$ cat config.mk
export PLATFORM = sky130hd
export DESIGN_NAME = pc_trace_monitor
export DESIGN_NICKNAME = d
export VERILOG_FILES = /design/src/rtl/pc_trace_monitor_pkg.sv /design/src/rtl/pc_trace_monitor_trace_fifo.sv /design/src/rtl/pc_trace_monitor.sv
export SDC_FILE = /design/constraint.sdc
export NUM_CORES = 1
export LEC_CHECK = 0
export BUFFER_PORTS_ARGS = -buffer_cell sky130_fd_sc_hd__buf_2
export CAP_MARGIN = 10
export CORE_MARGIN = 1
export CORE_UTILIZATION = 45
export CTS_CLUSTER_DIAMETER = 50
export CTS_CLUSTER_SIZE = 25
export DETAILED_ROUTE_END_ITERATION = 16
export SETUP_SLACK_MARGIN = 0.3
export SYNTH_ARGS = -nofsm -noshare
export SYNTH_HDL_FRONTEND = slang
export SYNTH_SLANG_ARGS = --single-unit
export TNS_END_PERCENT = 1
$ cat constraint.sdc
create_clock -name clk -period 12.5 [get_ports clk]
set_clock_uncertainty 0.1 [all_clocks]
set_input_delay 0 -clock clk [delete_from_list [all_inputs] [get_ports clk]]
set_output_delay 0 -clock clk [all_outputs]
set_load 0.02 [all_outputs]
$ cat src/rtl/pc_trace_monitor_pkg.sv
// Shared types for the PC trace monitor: run-state encoding, drop counter width
// and the packed sample layout {cycle, pc} (cycle in the upper bits).
package pc_trace_monitor_pkg;

    typedef enum logic [1:0] {
        ST_IDLE = 2'd0,
        ST_RUN  = 2'd1,
        ST_DONE = 2'd2
    } mon_state_e;

    localparam int DROP_W = 16;

    function automatic int sample_width(input int cw, input int xlen);
        return cw + xlen;
    endfunction

    function automatic logic [DROP_W-1:0] sat_inc(input logic [DROP_W-1:0] v);
        return (&v) ? v : v + DROP_W'(1);
    endfunction

endpackage

$ cat src/rtl/pc_trace_monitor_trace_fifo.sv
// Synchronous first-word-fall-through FIFO; a push while full is accepted only
// when a pop frees a slot in the same cycle.
module trace_fifo #(
    parameter int WIDTH = 64,
    parameter int DEPTH = 16
) (
    input  logic             clk,
    input  logic             rst,
    input  logic             push,
    input  logic             pop,
    input  logic [WIDTH-1:0] din,
    output logic [WIDTH-1:0] dout,
    output logic             empty,
    output logic             full
);

    localparam int AW = $clog2(DEPTH);

    logic [WIDTH-1:0] mem_q [DEPTH];
    logic [AW-1:0]    wr_ptr_q, wr_ptr_d;
    logic [AW-1:0]    rd_ptr_q, rd_ptr_d;
    logic [AW:0]      count_q, count_d;
    logic             do_push, do_pop;

    assign empty = (count_q == '0);
    assign full  = (count_q == (AW+1)'(DEPTH));
    // Head is forced to zero when empty so stale entries never leak out.
    assign dout  = empty ? '0 : mem_q[rd_ptr_q];

    always_comb begin
        do_pop   = pop & ~empty;
        do_push  = push & (~full | do_pop);
        wr_ptr_d = do_push ? wr_ptr_q + AW'(1) : wr_ptr_q;
        rd_ptr_d = do_pop  ? rd_ptr_q + AW'(1) : rd_ptr_q;
        count_d  = count_q + (AW+1)'(do_push) - (AW+1)'(do_pop);
    end

    always_ff @(posedge clk) begin
        if (!rst) begin
            wr_ptr_q <= '0;
            rd_ptr_q <= '0;
            count_q  <= '0;
        end else begin
            wr_ptr_q <= wr_ptr_d;
            rd_ptr_q <= rd_ptr_d;
            count_q  <= count_d;
        end
    end

    always_ff @(posedge clk) begin
        if (do_push) begin
            mem_q[wr_ptr_q] <= din;
        end
    end

endmodule

$ cat src/rtl/pc_trace_monitor.sv
// Run monitor for the core: counts run cycles, periodically samples {cycle, pc}
// into a trace FIFO, and ends the run on stop, cycle budget or a stalled PC.
module pc_trace_monitor
    import pc_trace_monitor_pkg::*;
#(
    parameter int XLEN            = 32,
    parameter int CW              = 32,
    parameter int SAMPLE_INTERVAL = 100,
    parameter int TRACE_DEPTH     = 16,
    parameter int STALL_LIMIT     = 64,
    parameter int MAX_CYCLES      = 500,
    parameter int HALT_ON_STALL   = 1
) (
    input  logic              clk,
    input  logic              rst,
    input  logic              start,
    input  logic              stop,
    input  logic [XLEN-1:0]   pc,
    input  logic              pc_valid,
    input  logic              trc_ready,
    output logic              trc_valid,
    output logic [CW-1:0]     trc_cycle,
    output logic [XLEN-1:0]   trc_pc,
    output logic [CW-1:0]     cycle_count,
    output logic [DROP_W-1:0] drop_count,
    output logic              stall_flag,
    output logic              timeout_flag,
    output logic              done
);

    localparam int SW = $clog2(SAMPLE_INTERVAL + 1);
    localparam int LW = $clog2(STALL_LIMIT + 1);
    localparam int DW = sample_width(CW, XLEN);

    mon_state_e        state_q, state_d;
    logic [CW-1:0]     cycle_q, cycle_d;
    logic [SW-1:0]     interval_q, interval_d;
    logic [LW-1:0]     stall_q, stall_d;
    logic [DROP_W-1:0] drop_q, drop_d;
    logic              stall_flag_q, stall_flag_d;
    logic              timeout_q, timeout_d;
    logic [XLEN-1:0]   last_pc_q, last_pc_d;

    logic              sample;
    logic              stall_hit;
    logic              timeout_hit;
    logic              trc_pop;
    logic              fifo_empty, fifo_full;
    logic [DW-1:0]     fifo_dout;

    assign trc_valid = ~fifo_empty;
    assign trc_pop   = trc_valid & trc_ready;

    always_comb begin
        state_d      = state_q;
        cycle_d      = cycle_q;
        interval_d   = interval_q;
        stall_d      = stall_q;
        drop_d       = drop_q;
        stall_flag_d = stall_flag_q;
        timeout_d    = timeout_q;
        last_pc_d    = pc_valid ? pc : last_pc_q;
        sample       = 1'b0;
        stall_hit    = 1'b0;
        timeout_hit  = 1'b0;

        case (state_q)
            ST_IDLE, ST_DONE: begin
                if (start) begin
                    state_d      = ST_RUN;
                    cycle_d      = '0;
                    interval_d   = SW'(SAMPLE_INTERVAL);
                    stall_d      = '0;
                    drop_d       = '0;
                    stall_flag_d = 1'b0;
                    timeout_d    = 1'b0;
                end
            end
            ST_RUN: begin
                cycle_d = cycle_q + CW'(1);
                // Down-counter reload keeps samples on k*SAMPLE_INTERVAL without a divider.
                if (interval_q == SW'(1)) begin
                    sample     = 1'b1;
                    interval_d = SW'(SAMPLE_INTERVAL);
                end else begin
                    interval_d = interval_q - SW'(1);
                end

                if (pc_valid && (pc != last_pc_q)) begin
                    stall_d = '0;
                end else if (stall_q != LW'(STALL_LIMIT)) begin
                    stall_d = stall_q + LW'(1);
                end
                stall_hit = (stall_d == LW'(STALL_LIMIT));
                if (stall_hit) begin
                    stall_flag_d = 1'b1;
                end

                timeout_hit = (MAX_CYCLES != 0) && (cycle_d == CW'(MAX_CYCLES));
                if (timeout_hit) begin
                    timeout_d = 1'b1;
                end

                if (sample && fifo_full && !trc_pop) begin
                    drop_d = sat_inc(drop_q);
                end

                if (stop || timeout_hit || (stall_hit && (HALT_ON_STALL != 0))) begin
                    state_d = ST_DONE;
                end
            end
            default: state_d = ST_IDLE;
        endcase
    end

    always_ff @(posedge clk) begin
        if (!rst) begin
            state_q      <= ST_IDLE;
            cycle_q      <= '0;
            interval_q   <= '0;
            stall_q      <= '0;
            drop_q       <= '0;
            stall_flag_q <= 1'b0;
            timeout_q    <= 1'b0;
            last_pc_q    <= '0;
        end else begin
            state_q      <= state_d;
            cycle_q      <= cycle_d;
            interval_q   <= interval_d;
            stall_q      <= stall_d;
            drop_q       <= drop_d;
            stall_flag_q <= stall_flag_d;
            timeout_q    <= timeout_d;
            last_pc_q    <= last_pc_d;
        end
    end

    trace_fifo #(
        .WIDTH (DW),
        .DEPTH (TRACE_DEPTH)
    ) u_trace_fifo (
        .clk   (clk),
        .rst   (rst),
        .push  (sample),
        .pop   (trc_pop),
        .din   ({cycle_d, pc}),
        .dout  (fifo_dout),
        .empty (fifo_empty),
        .full  (fifo_full)
    );

    assign trc_cycle    = fifo_dout[DW-1 -: CW];
    assign trc_pc       = fifo_dout[XLEN-1:0];
    assign cycle_count  = cycle_q;
    assign drop_count   = drop_q;
    assign stall_flag   = stall_flag_q;
    assign timeout_flag = timeout_q;
    assign done         = (state_q == ST_DONE);

endmodule

==> out/qor.yml, run 1 <==
hold_viol_final: 0
drt_pass_1_iters: 5
cts_buffers: 113
route.detailed.vias_per_inst: 5.87
required_ns: 12.40
ys.flop_type: "edfxtp_1"
gpl_wtd_cong: 0.847
numPortBuffers: 153
footprint_of_the_flip_flops_and_latches_sq_um: 33100
core_area_sq_um: 98900
seq_area_frac_synth: 0.733
chipWidth_microns: 319
criticalPathCategory: "reg -> out"
dr.first_iter.drc_count: 2231
initial_utilization: 0.456
cts.clk_slew.worst_paths_ns: 0.07
max_cap_viol_count: 0
clock-sinks: 1139
standby_leakage_power_nw: 17.1
ant_nets: 0
post_synth.cell_area_avg_sq_um: 19.7
critical_path_buf_inv_count: 3
worstHoldPathType: "in -> reg"
dp_hpwl_microns: 57000
vias: 23000
rsz_0062_raised_after_global_routing: "false"
die_y_microns: 319
result_of_the_run: "finished clean"
syn-instance-count: 2292
ios: 154
grt_pass1_wl_microns: 159000
drc_errors: 0
netlist-cell-type-count: 63
yosys-top-cells-area: "edfxtp_1 68%, mux4_2 16%, dfxtp_1 5.1%, and2_1 1.4%, xor2_1 0.97%"
insertedDiodeCount: 0
worst-endpoint-arrival_ns: 5.08
placementRows: 115
synthDominantCellAreaShare: 0.682
dp.cells: 3664
antenna_violations_before_repair: 4
clk_path_buf_depth: 3
slowest_delay_ns: 1.05
endpoint_kind: "output pin"
pwr_density_cell_nw_per_um2: 184
synth_enable_flop_cells: 1024
report.final.setup_viol: 0
critPathMaxFanout: 123
fin_max_slew_vios: 0
area_used_by_multi_input_combinational_logic_sq_um: 11600
synth_largest_area_cell: "edfxtp_1"
finalSetupTns_ns: 0
power.total_mw: 9.61
post-route-util: 0.528
path_common_cell: "mux4_2"
worst_setup_path_start_kind: "flop"
tritoncts_clock_tree: "done"
final_min_period_over_clock_period: 0.414
finish.cell_count_without_fillers: 3923
timing_worst_slew_pin_value_ns: 1.11
worst_ir_drop_vdd_mv: 0.181
max_clock_freq_mhz: 193
synth_fp_nets: 2349
post_route_cells_drive_above_1_share: 0.297
routedWlPerCell_microns: 27.5
timing.slew.headroom: 0.253
drt-total-wl_microns: 108000
die_area_sq_um: 102000
ctsHtreeMaxLevel: 3
clock_insertion_delay_worst_skew_ns: 0.70
path_cells: "buf_12 > buf_4 > mux4_2 > mux4_2 > and2_1 > buf_2"
cp_slowest_cell: "dfxtp_4"
synth-warning-count: 0
finalNetCount: 2592
number_of_global_route_vias_before_repair: 24200
maximum_number_of_pins_on_one_net_before_global_route_repair: 145
ys_ff_latch: 1139
clock-root-buffer: "clkbuf_16"
ffs_w_async_s_r_synth: 0
min_period_ns: 5.18
final.fill_count: 7668
areaGrowthSynthToFinish_pct: 15.7
syn_area_sq_um: 45100
gr-usage-all-layers: 0.214
cpLargestDelayFamily: "buffers and inverters"
gr_overflow_total: 0
## cell usage in the layout, fill, tap and decap left out, types with 20 or more instances in the layout
master	count
mux2i_1	36
xor2_1	50
nor4_1	21
dlygate4sd3_1	40
mux4_2	320
nand3_1	31
edfxtp_1	1024
a21oi_1	24
inv_6	20
and2_1	101
dfxtp_1	111
inv_1	21
nand4_1	24
clkbuf_16	113
nor2_1	102
buf_4	60
nand2_1	61
buf_2	153
o21ai_0	43
## registers in the layout (all words and copies together) (netlist names), named ones only
| register | flops |
|---|---|
| u_trace_fifo.mem_q | 1024 |
| interval_q | 7 |
| cycle_count | 32 |
| u_trace_fifo.count_q | 5 |
| u_trace_fifo.wr_ptr_q | 4 |
| state_q | 2 |
| last_pc_q | 32 |
| u_trace_fifo.rd_ptr_q | 4 |
| timeout_flag | 1 |
| stall_flag | 1 |
| drop_count | 16 |
| stall_q | 7 |
## metrics by stage
step	cell area (sq um)	setup WS, ns	hold WS (ns)
floorplan	45100	5.93	-0.00113
global placement	47700	7.85	0.290
detailed placement	47700	7.80	0.314
CTS	52200	7.06	0.124
global route	52200	6.84	0.155
finish	52200	7.32	0.162
## final cells by class
class | count | area share
Clock inverter | 96 | 0.0240
Inverter | 22 | 0.00158
Tap cell | 1287 | 0.0308
Clock buffer | 120 | 0.0550
Sequential cell | 1139 | 0.633
Timing Repair Buffer | 257 | 0.0322
Multi-Input combinational cell | 1002 | 0.223
## worst paths after layout
check | endpoint | slack, ns | start | cells after the start
max reg2reg | u_trace_fifo.mem_q[7][59] | 8.32 | interval_q[0] | 7
max | trc_cycle[6] | 7.32 | flop | 6
min | u_trace_fifo.mem_q[2][27] | 0.16 | pc[27] | 2
min reg2reg | stall_flag | 0.40 | stall_flag | 1
## worst reg2reg max path: stages (launching register included)
cell	delay, ns
dfxtp_1	0.42
ha_1	0.17
nor2b_1	0.17
nand4_1	0.19
nor2b_1	0.61
nand2_1	0.43
nor2_4	0.82
buf_4	0.86
## routing by layer
layer  global-route usage  routed length (microns)  share of wire
met1                0.292                    44800           0.42
met2                0.359                    54200           0.50
met3               0.0356                     6830          0.063
met4               0.0520                     1920          0.018
met5                    0                        0              0
## logic make-up (layout without fill, tap and decap cells)
group | Yosys count | in the layout | share of synthesized area
flops | 1139 | 1139 | 0.733
simple gates | 426 | 426 | 0.0492
mux | 356 | 356 | 0.168
buf+inv | 151 | 495 | 0.0127
compound gates | 132 | 132 | 0.0189
xor+xnor | 69 | 69 | 0.0134
fa+ha+maj | 19 | 19 | 0.00544
## power breakdown
| group | switching (mW) | total (mW) | internal [mW] |
|---|---|---|---|
| registers | 0.0807 | 4.22 | 4.14 |
| clock network | 1.65 | 3.66 | 2.00 |
| logic | 0.888 | 1.73 | 0.844 |
## synth_stat cells, types with 3 or more instances
master and instances:
edfxtp_1 1024, o31ai_1 6, o211ai_1 3, nand3_1 31, ha_1 18, nand4_1 24
o22ai_1 5, mux2i_1 36, nand2b_1 6, and4_1 5, mux4_2 320, o31a_1 4
dfxtp_1 115, a21oi_1 24, buf_2 6, clkbuf_1 94, or4_1 3, a21o_1 4
a22o_1 9, nand2_1 61, and2_1 101, nor3_1 23, xor2_1 50, xnor2_1 19
a311oi_1 3, or3_1 10, nor2_1 114, and3_1 9, buf_1 29, nor2b_1 5
a31oi_1 6, o21ai_0 44, nor4_1 21, inv_1 22
## timing repair
item,CTS,global route
setup buffers,0,0
gates resized for setup,0,0
hold endpoints to repair,604,0
hold buffers,40,0
No activity file was read; power rests on OpenSTA's default activity.
==> inputs of run 2 (changes only) <==
==> constraint.sdc (replaced) <==
create_clock -name clk -period 4.5 [get_ports clk]
set_clock_uncertainty 0.1 [all_clocks]
set_input_delay 0 -clock clk [delete_from_list [all_inputs] [get_ports clk]]
set_output_delay 0 -clock clk [all_outputs]
set_load 0.02 [all_outputs]
==> run 2 against run 1 <==
Against the previous run: sequential power rose to 2.8 times the previous value; flip-flop and latch count did not move; global-route usage fell by 0.69 points; die area did not move; first-iteration DRC count fell by 10%; register-to-register slack got worse by 7.8 ns; hold slack improved by 0.010 ns.
==> out/qor.yml, run 2 (synthesis results as in run 1) <==
worst_setup_path_start_kind: "flop"
placementRows: 115  # unchanged
leading_cell_type_in_the_layout_fill_and_taps_excluded: "edfxtp_1"
ctsHtreeMaxLevel: 3  # unchanged
insertedDiodeCount: 0  # unchanged
ant_nets: 0  # unchanged
min_delay_worst_endpoint: "u_trace_fifo.mem_q[5][4]"
final_min_period_over_clock_period: 0.884
gr-usage-all-layers: 0.207  # -0.00692
ios: 154  # unchanged
gpl_wtd_cong: 0.873  # +3.0%
dr.first_iter.drc_count: 2005  # -10%
min_period_ns: 3.98
timing.slew.headroom: 0.196  # -0.0572
chipWidth_microns: 319  # unchanged
power.clock.fraction: 0.362  # -0.019
hold_viol_final: 0  # unchanged
switching_power_mw: 7.17  # +170%
finalSetupTns_ns: 0  # unchanged
antenna_violations_before_repair: 4  # unchanged
cts.clk_slew.worst_paths_ns: 0.08  # about the same
finalNetCount: 2609  # +0.66%
combPwrFrac: 0.195  # +0.015
post-route-util: 0.528  # about the same
numPortBuffers: 153  # unchanged
core_area_sq_um: 98900  # unchanged
cp_slowest_cell: "nor4_1"
slowest_delay_ns: 0.90  # -0.15 ns
path_cells: "nand4_1 > nor4_1 > o211ai_1 > a211o_1 > nor4_1 > nand4_1 > a22o_1 > dlygate4sd3_1"
dp.cells: 3688  # +0.66%
mostFrequentLayoutCells: "1024 x edfxtp_1, 320 x mux4_2, 153 x buf_2"
maximum_number_of_pins_on_one_net_before_global_route_repair: 66  # -54%
vias: 23000  # -0.22%
die_area_sq_um: 102000  # unchanged
result_of_the_run: "finished clean"
cts_buffers: 109  # -3.5%
max_clock_freq_mhz: 252
areaGrowthSynthToFinish_pct: 15.8  # about the same
critPathMaxFanout: 11  # -91%
post_route_cells_drive_above_1_share: 0.298  # +0.00130
grt_pass1_wl_microns: 156000  # -1.8%
drc_errors: 0  # unchanged
timing.hold.worst_path_depth: 2  # unchanged
final.fill_count: 7640  # -0.37%
timing_worst_slew_pin_value_ns: 1.20  # +0.0888 ns
largest_register_ffs: 1024  # unchanged
crit-reg2reg-capture: "state_q[0]"
endpoint_kind: "flop"
hold_start: "pc[4]"
rrSetupSlack_ns: 0.52  # -7.80 ns
fin_max_slew_vios: 0  # unchanged
largest-register: "u_trace_fifo.mem_q"
initial_utilization: 0.456  # unchanged
route.detailed.vias_per_inst: 5.84  # -0.53%
max_cap_viol_count: 0  # unchanged
dp_hpwl_microns: 60700  # +6.4%
clk_path_buf_depth: 3  # unchanged
rsz_0062_raised_after_global_routing: "false"
worstHoldPathType: "in -> reg"
drt_pass_1_iters: 6  # +1
number_of_global_route_vias_before_repair: 23800  # -1.6%
report.final.setup_viol: 0  # unchanged
required_ns: 4.97  # -7.43 ns
pwr-share-seq: 0.443  # +0.004
routedWlPerCell_microns: 26.5  # -3.6%
reg2reg_depth: 8  # +1
clock-root-buffer: "clkbuf_16"
tritoncts_clock_tree: "done"
standby_leakage_power_nw: 16.4  # -4.2%
worst_ir_drop_vdd_mv: 0.308  # +70%
criticalPathCategory: "reg -> reg"
finish.cell_count_without_fillers: 3935  # +0.31%
crit-reg2reg-launch: "cycle_count[2]"
final_critical_path_setup_slack_ns: 0.524  # -6.80 ns
sw_frac_of_total: 0.272  # -0.000522
clock_insertion_delay_worst_skew_ns: 0.69  # about the same
p_int_mw: 19.2  # +170%
pwr_density_cell_nw_per_um2: 504  # +170%
fin_area_sq_um: 52200  # about the same
worst-endpoint-arrival_ns: 4.45  # -0.63 ns
clock-sinks: 1139  # unchanged
place_worst_setup_slack_ns: 0.850  # -6.95 ns
gr_overflow_total: 0  # unchanged
drt-total-wl_microns: 104000  # -3.3%
die_y_microns: 319  # unchanged
postPlaceCellArea_sq_um: 48000  # +0.72%
==> run 2: cell count changes in the layout (fill, tap and decap cells not counted), moves of 5 or more <==
cell,before,now
clkinv_2,4,11
inv_8,15,8
inv_6,20,15
buf_12,2,14
buf_4,60,71
clkinv_8,13,8
==> run 2: metrics by stage <==
step	hold slack, ns	total power, mW
4_1_cts	0.114	26.7
2_1_floorplan	-0.00113	15.5
6_report	0.173	26.3
3_5_place_dp	0.313	17.1
3_3_place_gp	0.301	17.1
5_1_grt	0.151	27.3
==> run 2: cell type report <==
cell class                      instances  area (sq um)  area share
Sequential cell                      1139         33100       0.633
Clock buffer                          118          2790      0.0535
Tap cell                             1287          1610      0.0308
Timing Repair Buffer                  278          1980      0.0379
Multi-Input combinational cell       1002         11700       0.223
Inverter                               22          82.6     0.00158
Clock inverter                         89          1030      0.0198
==> run 2: power groups by stage <==
stage | sequential, mW | combinational, mW | clock, mW
detailed placement | 11.9 | 5.22 | 0
finish | 11.7 | 5.14 | 9.52
global placement | 11.9 | 5.18 | 0
global route | 11.7 | 5.50 | 10.1
CTS | 11.7 | 5.26 | 9.73
floorplan | 11.8 | 3.72 | 0
==> run 2: how the worst max path moves through the flow <==
stage                                  startpoint  slack (ns)                   endpoint  depth (start not counted)
after CTS                          cycle_count[2]        0.61                 state_q[0]                          8
after global routing               cycle_count[2]        0.30                 state_q[0]                          8
after detailed placement           cycle_count[2]        0.85  u_trace_fifo.mem_q[7][58]                          6
after global placement    u_trace_fifo.count_q[2]        1.01  u_trace_fifo.mem_q[3][18]                          8
final                              cycle_count[2]        0.52                 state_q[0]                          8
after floorplan                        state_q[0]       -0.35   u_trace_fifo.mem_q[7][0]                          7
==> run 2: routing by layer <==
metal | wire length [microns] | share of wire | up-vias | GRT usage
li1 | - | - | 9870 | -
met1 | 44700 | 0.43 | 12300 | 0.287
met2 | 52100 | 0.50 | 684 | 0.346
met3 | 5610 | 0.054 | 140 | 0.0341
met4 | 1830 | 0.018 | 0 | 0.0439
met5 | 0 | 0 | - | 0
==> run 2: what timing repair did <==
item                                    CTS  global route
setup buffers                             0             0
endpoints found under the setup margin    0             1
hold buffers                             40             0
hold endpoints to repair                604             0
gates resized for setup                   0             1
==> run 2: critical path, delay by kind of cell, from the launching register on <==
kind	cells	cell delay [ns]
compound gates	3	0.76
buf+inv	1	0.54
flops	1	0.51
simple gates	4	1.96
